<file path="src/rtl/cpu_pkg.sv">
// Types and constants shared between the fetch queue and the PC generator.
package cpu_pkg;

  localparam logic [31:0] RESET_PC = 32'hBFC00000;
  localparam int FETCH_DEPTH = 4;

  typedef struct packed {
    logic [31:0] pc;
    logic [31:0] instr;
  } fetch_entry_t;

endpackage

</file>
<file path="src/rtl/fetch_fifo.sv">
// Small synchronous FIFO of fetched instructions tagged with their address.
// The head reads as zero while the FIFO is empty.
module fetch_fifo
  import cpu_pkg::*;
#(
  parameter int DEPTH = FETCH_DEPTH
) (
  input  logic                         clk,
  input  logic                         rst,
  input  logic                         clear,
  input  logic                         push,
  input  logic                         pop,
  input  fetch_entry_t                 din,
  output fetch_entry_t                 dout,
  output logic [$clog2(DEPTH+1)-1:0]   count,
  output logic                         full,
  output logic                         empty
);

  localparam int AW = $clog2(DEPTH);
  localparam int CW = $clog2(DEPTH+1);

  fetch_entry_t   mem [DEPTH];
  logic [AW-1:0]  wr_ptr;
  logic [AW-1:0]  rd_ptr;
  logic           do_push;
  logic           do_pop;

  // A push into a full FIFO is only legal when the head leaves in the same cycle.
  assign do_push = push && (!full || pop);
  assign do_pop  = pop && !empty;
  assign full    = (count == CW'(DEPTH));
  assign empty   = (count == '0);
  assign dout    = empty ? '0 : mem[rd_ptr];

  always_ff @(posedge clk) begin
    if (do_push && !clear) begin
      mem[wr_ptr] <= din;
    end
  end

  always_ff @(posedge clk or negedge rst) begin
    if (!rst) begin
      wr_ptr <= '0;
      rd_ptr <= '0;
      count  <= '0;
    end else if (clear) begin
      wr_ptr <= '0;
      rd_ptr <= '0;
      count  <= '0;
    end else begin
      if (do_push) begin
        wr_ptr <= wr_ptr + AW'(1);
      end
      if (do_pop) begin
        rd_ptr <= rd_ptr + AW'(1);
      end
      unique case ({do_push, do_pop})
        2'b10:   count <= count + CW'(1);
        2'b01:   count <= count - CW'(1);
        default: count <= count;
      endcase
    end
  end

endmodule

</file>
<file path="src/rtl/instr_fetch_queue.sv">
// Instruction fetch front end: issues sequential memory reads, queues the
// in-order responses with their addresses and drops stale ones after a redirect.
module instr_fetch_queue #(
  parameter int          DEPTH    = cpu_pkg::FETCH_DEPTH,
  parameter logic [31:0] RESET_PC = cpu_pkg::RESET_PC
) (
  input  logic        clk,
  input  logic        rst,
  input  logic        flush,
  input  logic [31:0] flush_pc,
  output logic        imem_req_valid,
  output logic [31:0] imem_req_addr,
  input  logic        imem_req_ready,
  input  logic        imem_resp_valid,
  input  logic [31:0] imem_resp_data,
  output logic        instr_valid,
  input  logic        instr_ready,
  output logic [31:0] instr_out,
  output logic [31:0] instr_pc
);

  import cpu_pkg::*;

  localparam int CW = $clog2(DEPTH+1);

  logic [31:0]   fetch_pc;
  logic [31:0]   resp_pc;
  logic [CW-1:0] outstanding;
  logic [CW-1:0] drop_cnt;
  logic [CW-1:0] count;
  logic [CW-1:0] in_use;
  logic          fifo_full;
  logic          fifo_empty;
  logic          req_fire;
  logic          resp_keep;
  logic          push;
  logic          pop;
  fetch_entry_t  push_entry;
  fetch_entry_t  head;

  // Every in-flight request owns a queue slot, so a response can always be stored.
  assign in_use         = outstanding + count;
  assign imem_req_valid = rst && !flush && (in_use < CW'(DEPTH));
  assign imem_req_addr  = fetch_pc;
  assign req_fire       = imem_req_valid && imem_req_ready;

  assign resp_keep   = imem_resp_valid && (drop_cnt == '0) && !flush;
  assign push        = resp_keep && (!fifo_full || pop);
  assign push_entry  = '{pc: resp_pc, instr: imem_resp_data};
  assign instr_valid = !fifo_empty && !flush;
  assign pop         = instr_valid && instr_ready;
  assign instr_out   = head.instr;
  assign instr_pc    = head.pc;

  fetch_fifo #(.DEPTH(DEPTH)) u_fifo (
    .clk   (clk),
    .rst   (rst),
    .clear (flush),
    .push  (push),
    .pop   (pop),
    .din   (push_entry),
    .dout  (head),
    .count (count),
    .full  (fifo_full),
    .empty (fifo_empty)
  );

  // On a redirect, all requests still in flight become stale and are counted into drop_cnt.
  always_ff @(posedge clk or negedge rst) begin
    if (!rst) begin
      fetch_pc    <= RESET_PC;
      resp_pc     <= RESET_PC;
      outstanding <= '0;
      drop_cnt    <= '0;
    end else if (flush) begin
      fetch_pc    <= flush_pc;
      resp_pc     <= flush_pc;
      outstanding <= outstanding - CW'(imem_resp_valid);
      drop_cnt    <= outstanding - CW'(imem_resp_valid);
    end else begin
      if (req_fire) begin
        fetch_pc <= fetch_pc + 32'd4;
      end
      outstanding <= outstanding + CW'(req_fire) - CW'(imem_resp_valid);
      if (imem_resp_valid) begin
        if (drop_cnt != '0) begin
          drop_cnt <= drop_cnt - CW'(1);
        end else begin
          resp_pc <= resp_pc + 32'd4;
        end
      end
    end
  end

endmodule

</file>
<file path="config.mk">
export PLATFORM = sky130hd
export DESIGN_NAME = instr_fetch_queue
export DESIGN_NICKNAME = d
export VERILOG_FILES = /design/src/rtl/cpu_pkg.sv /design/src/rtl/fetch_fifo.sv /design/src/rtl/instr_fetch_queue.sv
export SDC_FILE = /design/constraint.sdc
export NUM_CORES = 1
export LEC_CHECK = 0
export CORE_UTILIZATION = 35
export CTS_CLUSTER_SIZE = 24
export DETAILED_ROUTE_END_ITERATION = 7
export GPL_TIMING_DRIVEN = 0
export HOLD_SLACK_MARGIN = 0.08
export PLACE_DENSITY = 0.65
export SLEW_MARGIN = 20
export SYNTH_ARGS = -nofsm -noshare
export SYNTH_HDL_FRONTEND = slang
export SYNTH_SLANG_ARGS = --single-unit
</file>
<file path="constraint.sdc">
create_clock -name clk -period 5 [get_ports clk]
set_input_delay 0.75 -clock clk [delete_from_list [all_inputs] [get_ports clk]]
set_output_delay 0.75 -clock clk [all_outputs]
set_load 0.01 [all_outputs]
</file>
# After elaboration in Yosys (flattened, before gate mapping)
# Memories as Yosys holds them, arrays and structs flattened.
# Cells that the tools add are included.
# word_totals
register_bits	77
n_memories	1
elab_cells	68
ramBits	256
# memory_table
name	words	word_bits	read_ports	rd_clocked_by_memory_dff	wr	line_no	source
u_fifo.mem	4	64	1	0	1	fetch_fifo.sv:23	fetch_entry_t mem [DEPTH];
# classes
magnitude_cmp	1
n_reduce_logical	26
eq_ne	4
mux	18
add_sub_neg	11
# op_table
cell	n
32-bit 2-to-1 mux	5
32-bit by 3-bit adder with 32-bit output, second input constant	2
64-bit 2-to-1 mux	1
3-bit 2-to-1 mux	5
1-bit logical AND	11
2-bit nonzero test	5
2-bit 2-to-1 mux	4
3-bit logical NOT	2
3-bit case mux with 2 select lines	1
3-bit nonzero test	2
3-bit by 1-bit subtractor with 3-bit output	2
3-bit by 1-bit subtractor with 3-bit output, second input constant	2
2-bit by 1-bit adder with 2-bit output, second input constant	2
2-bit AND reduction	2
3-bit by 1-bit adder with 3-bit output	1
3-bit by 1-bit adder with 3-bit output, second input constant	1
3-bit adder	1
3-bit == test, second input constant	1
1-bit logical NOT	3
3-bit < comparator, second input constant	1
2-bit by 1-bit == test with 1-bit output, second input constant	1
2-bit == test, second input constant	1
1-bit 2-to-1 mux	2
2-bit inequality test, second input constant	1
1-bit logical OR	1

# Depth between registers and ports, before layout
# depth
word_depth	10
mapped_depth	13
mapped_depth_nobuf	12

# By module
# Synthesis repeated with hierarchy kept, for this count alone.
# unflattened
hier_cells	892
area_unflattened_um2	14256.2
# by_module_without_submodules
module	n_inst	seq_area_each_um2	area_per_inst_um2	cells_per_inst
fetch_fifo	1	7862.5	10227.3	467
instr_fetch_queue	1	1774.2	4028.9	425

# Worst setup path after synthesis
# Ideal clock, no wire load.
# synth_path
path_type	input to register
startpoint	input port imem_resp_valid
endpoint	memory u_fifo.mem[0][0] in the netlist's numbering (enable)
t_arrival_ps	3142
setup_slack_ps	1429
setup_ps	429
cell_stages	3
required_ps	4571
path_cell_list	nand3b_1 a311oi_1 and2_1
# synth_via
elab_chain_len	7
# synth_rtl
item	line_no	source
start: declaration	instr_fetch_queue.sv:14	input logic imem_resp_valid,
1-bit logical AND (2 in a row)	instr_fetch_queue.sv:47	assign resp_keep = imem_resp_valid && (drop_cnt == '0) && !flush;
1-bit logical AND	instr_fetch_queue.sv:48	assign push = resp_keep && (!fifo_full || pop);
1-bit logical AND	fetch_fifo.sv:30	assign do_push = push && (!full || pop);
1-bit logical AND	fetch_fifo.sv:37	if (do_push && !clear) begin
1-bit 2-to-1 mux	fetch_fifo.sv:37	
1-bit 2-to-1 mux (not written as such)	fetch_fifo.sv:38	mem[wr_ptr] <= din;
end: declaration	fetch_fifo.sv:23	
# Every way passes these cells.

# Final worst setup path
# layout_path
startpoint	register u_fifo.rd_ptr[0]
endpoint	output port instr_pc[0]
# layout_via
elab_chain_len	2
# layout_rtl
item	line_no	source
start: declaration	fetch_fifo.sv:25	logic [AW-1:0] rd_ptr;
start signal: assignment	fetch_fifo.sv:56	rd_ptr <= rd_ptr + AW'(1);
memory 4 x 64 bit	--	
64-bit 2-to-1 mux	fetch_fifo.sv:34	assign dout = empty ? '0 : mem[rd_ptr];
end: declaration	instr_fetch_queue.sv:19	output logic [31:0] instr_pc
# Every way passes these cells.

==> impl_summary.txt <==
----------------------------------------------------
[Status]
  Run status ... complete, no violations

[Die]
  Die Area ... 41500 um^2
  Die X ... 204 um
  Starting utilization of the core area ... 35.6%
  Number of cell rows ... 73
  Core box area ... 39900 um^2
  Number of placed I/O pins ... 168
  Vertical extent of the die ... 204 um

[Clock tree]
  Clock tree from TritonCTS ... built
  Insertion delay of the later-clocked pin in the worst-skew pair ... 0.53 ns
  H-tree lvl count ... 2
  Post-cts gate resize count ... 0
  Clock tree buffer depth ... 3
  Worst-path clk slew ... 0.06 ns
  Total CTS buffers ... 36
  # hold bufs at CTS ... 0
  CTS root buf ... clkbuf_16
  Number of clock sinks seen by CTS ... 333
  Buffer count from post-CTS setup fixing ... 0

[Critical path]
  Worst-path maximum fanout ... 10
  Endpoint required time on the critical path ... 4.25 ns
  Kind of critical path ... reg2out
  Crit path capture type ... output pin
  Worst-path cell chain ... buf_1, buf_2, mux4_2, and2_1, clkdlybuf4s50_1
  Sort of element at the start of the critical path ... register
  Cell with the largest stage delay on the worst path ... buf_1
  Arrival time worst endpoint ... 3.33 ns
  Biggest cell delay along the critical path ... 0.63 ns

[Route]
  Routed wire length ... 33400 um
  Antenna-violating nets left ... 0
  Number of DRC markers after the initial detailed-route iteration ... 460
  DR pass1 iterations ... 4
  Wirelength per Cell ... 20.4 um
  Vias per Instance ... 5.18
  Number of remaining DRC errors ... 0
  Total via count after detailed routing ... 8458

[STA]
  Measured slew at the worst slew-check pin ... 1.01 ns
  Final-layout worst hold slack ... 0.195 ns
  Relative slew slack ... 32.5%
  Number of hold violations in the final report ... 0
  Fin worst setup slack ... 0.925 ns
  Worst Clk Skew ... 0.0268 ns
  Max Clock Freq ... 245 MHz
  RSZ-0062 raised after global routing ... no
  Minimum clock period ... 4.08 ns
  Setup violations, final ... 0
  Final worst-path cycle share ... 81.5%
  Final count of pins violating max slew ... 0

[Global route]
  First-pass GRT wire length ... 51100 um
  Maximum number of pins on one net before global-route repair ... 47
  Initial antenna violation count ... 2
  Overall fraction of global-route tracks in use ... 16.3%
  Via count of the first global-routing pass ... 8596
  GRT overflow ... 0

[Synthesis]
  Post-synthesis mux area share ... 12.7%
  Simple-gate share of the synthesized area ... 10.0%
  Number of register bits inferred by synthesis ... 333
  Async set or reset register ratio after synthesis ... 23.1%
  Cells after synthesis ... 870
  Sequential cell area fraction in the yosys report ... 67.7%
  Post-synth top flop ... edfxtp_1
  Combinational family with the most area after synthesis ... multiplexers
  Number of synthesized flops with an enable pin ... 256
  Net count after synthesis ... 955
  Area share of xor/xnor cells in the synthesized design ... 3.20%
  Post-synthesis compound-gate area fraction ... 3.16%
  Warnings from Yosys ... 0
  Mapped Avg Cell Area ... 16.4 um^2
  Summed instance area of the synthesized netlist ... 14200 um^2
  Post-synthesis cell type count ... 53
  Synthesized-area fraction occupied by adder cells ... 1.42%

[Placement]
  DP Wirelength ... 22600 um
  Final weighted congestion in routability-driven placement ... 0.860
  Placed Instances ... 1566
  I/O Buffers ... 166
  Minimum setup slack after placement ... 1.11 ns

[Power]
  Proportion of power drawn by combinational gates ... 12.0%
  Internal ... 0.00520 W
  Net switching power figure ... 0.00162 W
  Power density over cell area ... 381 nW/um^2
  Reported leakage power ... 5.93 nW
  Share of total power consumed by net switching ... 23.8%
  Sequential power share ... 48.0%
  Clock network power share ... 39.9%
  VDD IR max ... 0.255 mV

[Finish]
  Multi-input combinational cell area ... 4360 um^2
  Layout overhead on the synthesized area ... 25.9%
  Number of nets in the layout ... 1164
  Fraction of layout cells with a size suffix above 1 ... 17.7%
  Commonest cells after routing, fill and taps aside ... edfxtp_1, clkdlybuf4s50_1, and2_1
  Reg area ... 9640 um^2
  Fillcell total ... 3490
  Final non-filler cell total ... 1633
  Most common cell after layout, fill and taps aside ... edfxtp_1

[Worst hold path]
  Hold Path Class ... in2async

[Job]
  MaxCap Viol Count ... 0

----------------------------------------------------
registers in the layout, indices dropped and copies added (netlist names):
signal         count
u_fifo.mem       256
imem_req_addr     32
resp_pc           32
drop_cnt           3
outstanding        3
u_fifo.count       3
u_fifo.rd_ptr      2
u_fifo.wr_ptr      2
routing by layer:
layer,global-route usage (%),routed length [um],up-vias
met5,0,8,-
li1,-,-,3799
met3,3.02,2090,42
met1,22.8,15100,4344
met4,4.51,548,2
met2,25.8,15600,271
power groups by stage:
stage | combinational, W | clock [W] | sequential [W]
3_3_place_gp | 0.000808 | 0 | 0.00333
6_report | 0.000822 | 0.00273 | 0.00328
2_1_floorplan | 0.000454 | 0 | 0.00330
4_1_cts | 0.000834 | 0.00279 | 0.00328
5_1_grt | 0.000906 | 0.00290 | 0.00330
3_5_place_dp | 0.000831 | 0 | 0.00333
area by class of cell:
| class | count | share of cell area [%] |
|---|---|---|
| antenna | 1 | 0.0140 |
| buffer | 40 | 0.873 |
| clock buffer | 47 | 5.49 |
| clock inverter | 19 | 1.33 |
| inverter | 23 | 0.482 |
| multi-input combinational | 474 | 24.3 |
| sequential | 333 | 53.8 |
| tap | 525 | 3.67 |
| timing repair buffer | 171 | 9.99 |
cell families after synthesis:
family                   Yosys count
AO/OA/AOI/OAI                     66
XOR/XNOR                          52
adder cells (fa/ha/maj)           15
buffers and inverters             63
flip-flops                       333
multiplexers                      97
AND/OR/NAND/NOR                  244
path summary, 6_finish.rpt:
path                                      to  slack (ns)              from  cells past startpoint
max                              instr_pc[0]        0.92  u_fifo.rd_ptr[0]                      5
min                        imem_req_addr[14]        0.20               rst                      1
max reg2reg                   outstanding[2]        1.65   u_fifo.count[1]                     13
min reg2reg                u_fifo.mem[1][32]        0.52        resp_pc[0]                      0
max in group asynchronous        resp_pc[28]        4.15               rst                      2
min in group clk           u_fifo.mem[1][32]        0.52        resp_pc[0]                      0
cells in the mapped netlist, types with 8 or more instances:
cell type / count / area [um^2]
dfrtp_1: 59 / 1480
clkbuf_1: 27 / 101
xor2_1: 13 / 114
ha_1: 13 / 163
xnor2_1: 39 / 342
nand4_1: 24 / 150
and4_1: 8 / 70.1
o311ai_0: 12 / 105
mux2_2: 31 / 349
buf_1: 8 / 30.0
dfstp_2: 18 / 473
o21ai_0: 20 / 100
and2_1: 75 / 469
mux4_2: 64 / 1440
nand2_1: 45 / 169
edfxtp_1: 256 / 7690
inv_1: 22 / 82.6
nand3_1: 27 / 135
nor2_1: 19 / 71.3
and3_1: 12 / 75.1
per-stage QoR:
stage | instance area [um^2] | power [W] | utilization, % | setup TNS (ns)
floorplan | 14200 | 0.00376 | - | 0
global placement | 16500 | 0.00414 | 41.5 | -216.88
detailed placement | 16700 | 0.00416 | 41.8 | 0
CTS | 17900 | 0.00690 | 44.9 | 0
global route | 17900 | 0.00710 | 44.9 | 0
finish | 17900 | 0.00683 | 44.9 | 0
critical path: cells and delay by family, from the launching register on:
kind	cells	cell delay, ns
buf+inv	3	1.64
mux	1	0.55
flops	1	0.40
simple gates	1	0.20
No activity file was read; power rests on OpenSTA's default activity.
==> RTL edit, RTL diff (config.mk and constraints unchanged) <==
Set the package constant `FETCH_DEPTH` to 2 (it was 4).
--- a/src/rtl/cpu_pkg.sv
+++ b/src/rtl/cpu_pkg.sv
@@ -4,3 +4,3 @@
   localparam logic [31:0] RESET_PC = 32'hBFC00000;
-  localparam int FETCH_DEPTH = 4;
+  localparam int FETCH_DEPTH = 2;
 
Behaviour: not the same (a bounded check fails within 4 cycles, from zero or initial values and one cycle with rst low).
==> RTL edit against the original RTL <==
First-iteration DRC count decreased by 23%; core utilization rose by 2.2 points; sequential cell count down 133; cell count decreased by 24%; critical path depth did not move; largest power group unchanged; non-clock buffer count is the same; setup slack improved by 0.17 ns; synthesized area fell by 37%; wire length down 36%; worst hold slack improved by 0.051 ns; cell area is 34% lower; total power decreased by 37%; die area fell by 37%; sequential share of layout area down 5.9 points.
==> RTL edit: results (changes against the original RTL) <==
Clock network
  • H-tree depth: 4 (+2)
  • Post-CTS Setup Bufs: 0 (unchanged)
  • TritonCTS Buffers: 17 (-53%)
  • Clock transition at path regs: 0.08 ns (+0.02 ns)
  • Skew-Pair Late Insertion Delay: 0.43 ns (-0.10 ns)
  • Longest Clk Path Bufs: 2 (-1)

Finish
  • Fraction of area in registers: 47.9% (-5.9 points)
  • NonClk Buf Share: 16.7% (+5.8 points)
  • Multi-input gate share of total cell area: 26.2% (+1.8 points)
  • Number of clock buffers in the layout: 21 (-55%)
  • Nets@finish: 976 (-16%)
  • Filler cell count: 2,310 (-34%)
  • Max reg flops: 128 (-50%)
  • ClkCell Share: 5.03% (-1.8 points)
  • Multi-input gates: 449 (-5.3%)
  • Area grow syn2layout: 32.0%
  • Share of cells above drive strength 1: 9.97% (-7.7 points)

Floorplan
  • Core area: 0.0251 mm^2 (-37%)

Critical path
  • R2R Path End: u_fifo.mem[0][42]
  • Reg2reg path depth: 8 (-5)
  • R2R Setup Slk: 2.09 ns (+0.44 ns)
  • RR Startpoint: drop_cnt[0]
  • Crit path DAT: 3.15 ns (-0.18 ns)
  • Worst Setup EP: imem_req_valid
  • Slowest Stage Delay on Critical Path: 0.73 ns (+0.10 ns)

Power and ir drop
  • Max VDD drop: 0.000196 V (-23%)
  • Leak Pwr: 0.00411 uW (-31%)

GRT
  • Global Route Usage Sum: 16.9% (+0.69 points)
  • Vias in the first global route: 6,119 (-29%)
  • Largest net degree at the start of global routing: 50 (+6.4%)
  • Met1 usage: 22.9% (+0.10 points)
  • GR Layer Usage met2: 27.2% (+1.4 points)

Placed design
  • Placed insts: 1,211 (-23%)
  • Setup WS pre-CTS: 1.01 ns (-0.101 ns)
  • Placed inst area: 0.0112 mm^2 (-33%)
  • GP Congestion: 0.838 (-2.5%)
  • Hpwl dp: 15.7 mm (-30%)
  • I/O Buffers: 167 (+0.60%)

Route
  • Starting DRC count in detailed routing: 352 (-23%)
  • Met3 Wirelength: 1.27 mm (-39%)
  • Uppermost routed layer: met4
  • Via count: 6,186 (-27%)
  • Metal2 WL: 9.96 mm (-36%)
  • Wire length per cell: 17.2 um (-16%)
  • Routed WL: 21.5 mm (-36%)
  • Pre-Repair DR Iteration Count: 5 (+1)

STA
  • Slew headroom: 27.7% (-4.8 points)
  • Hold slack: 0.246 ns (+0.0505 ns)
  • Tcrit/Tclk final: 78.0% (-3.5 points)
  • Clk_skew: 0.00988 ns (-0.0169 ns)

Synth
  • Register area share after synthesis: 63.3% (-4.5 points)
  • XOR/XNOR Fraction of Synth Area: 4.39% (+1.2 points)
  • Synth area leaders: edfxtp_1, dfrtp_1, mux2i_1
  • Syn nets: 780 (-18%)
  • Ys async rst share: 36.0% (+13 points)
  • Multiplexer share of the synthesized area: 9.83% (-2.9 points)
  • Cells after Synth: 704 (-19%)
  • Most instantiated cells after synthesis: edfxtp_1, nor2_1, mux2i_1, dfrtp_1, xor2_1

Run status
  • Outcome: finished, final reports clean
RTL edit: changes by cell type after synthesis, sizes merged, moves of 17 or more:
| cell | unedited run | this run |
|---|---|---|
| and2 | 76 | 8 |
| mux2i | 2 | 70 |
| xnor2 | 39 | 14 |
| xor2 | 13 | 30 |
| nand2 | 45 | 28 |
| mux4 | 64 | 0 |
| nor2 | 19 | 93 |
| edfxtp | 256 | 128 |
RTL edit: power by group:
part | internal (uW) | switching [uW]
registers | 1930 | 118
clock network | 778 | 614
logic | 422 | 428
total | 3130 | 1160
RTL edit: worst min-delay path by stage:
stage	start	endpoint	cells past startpoint
after global placement	resp_pc[1]	u_fifo.mem[1][33]	0
after detailed placement	resp_pc[1]	u_fifo.mem[0][33]	0
after floorplan	resp_pc[0]	u_fifo.mem[0][32]	0
final	rst	imem_req_addr[21]	1
after global routing	rst	imem_req_addr[21]	1
after CTS	rst	imem_req_addr[21]	1
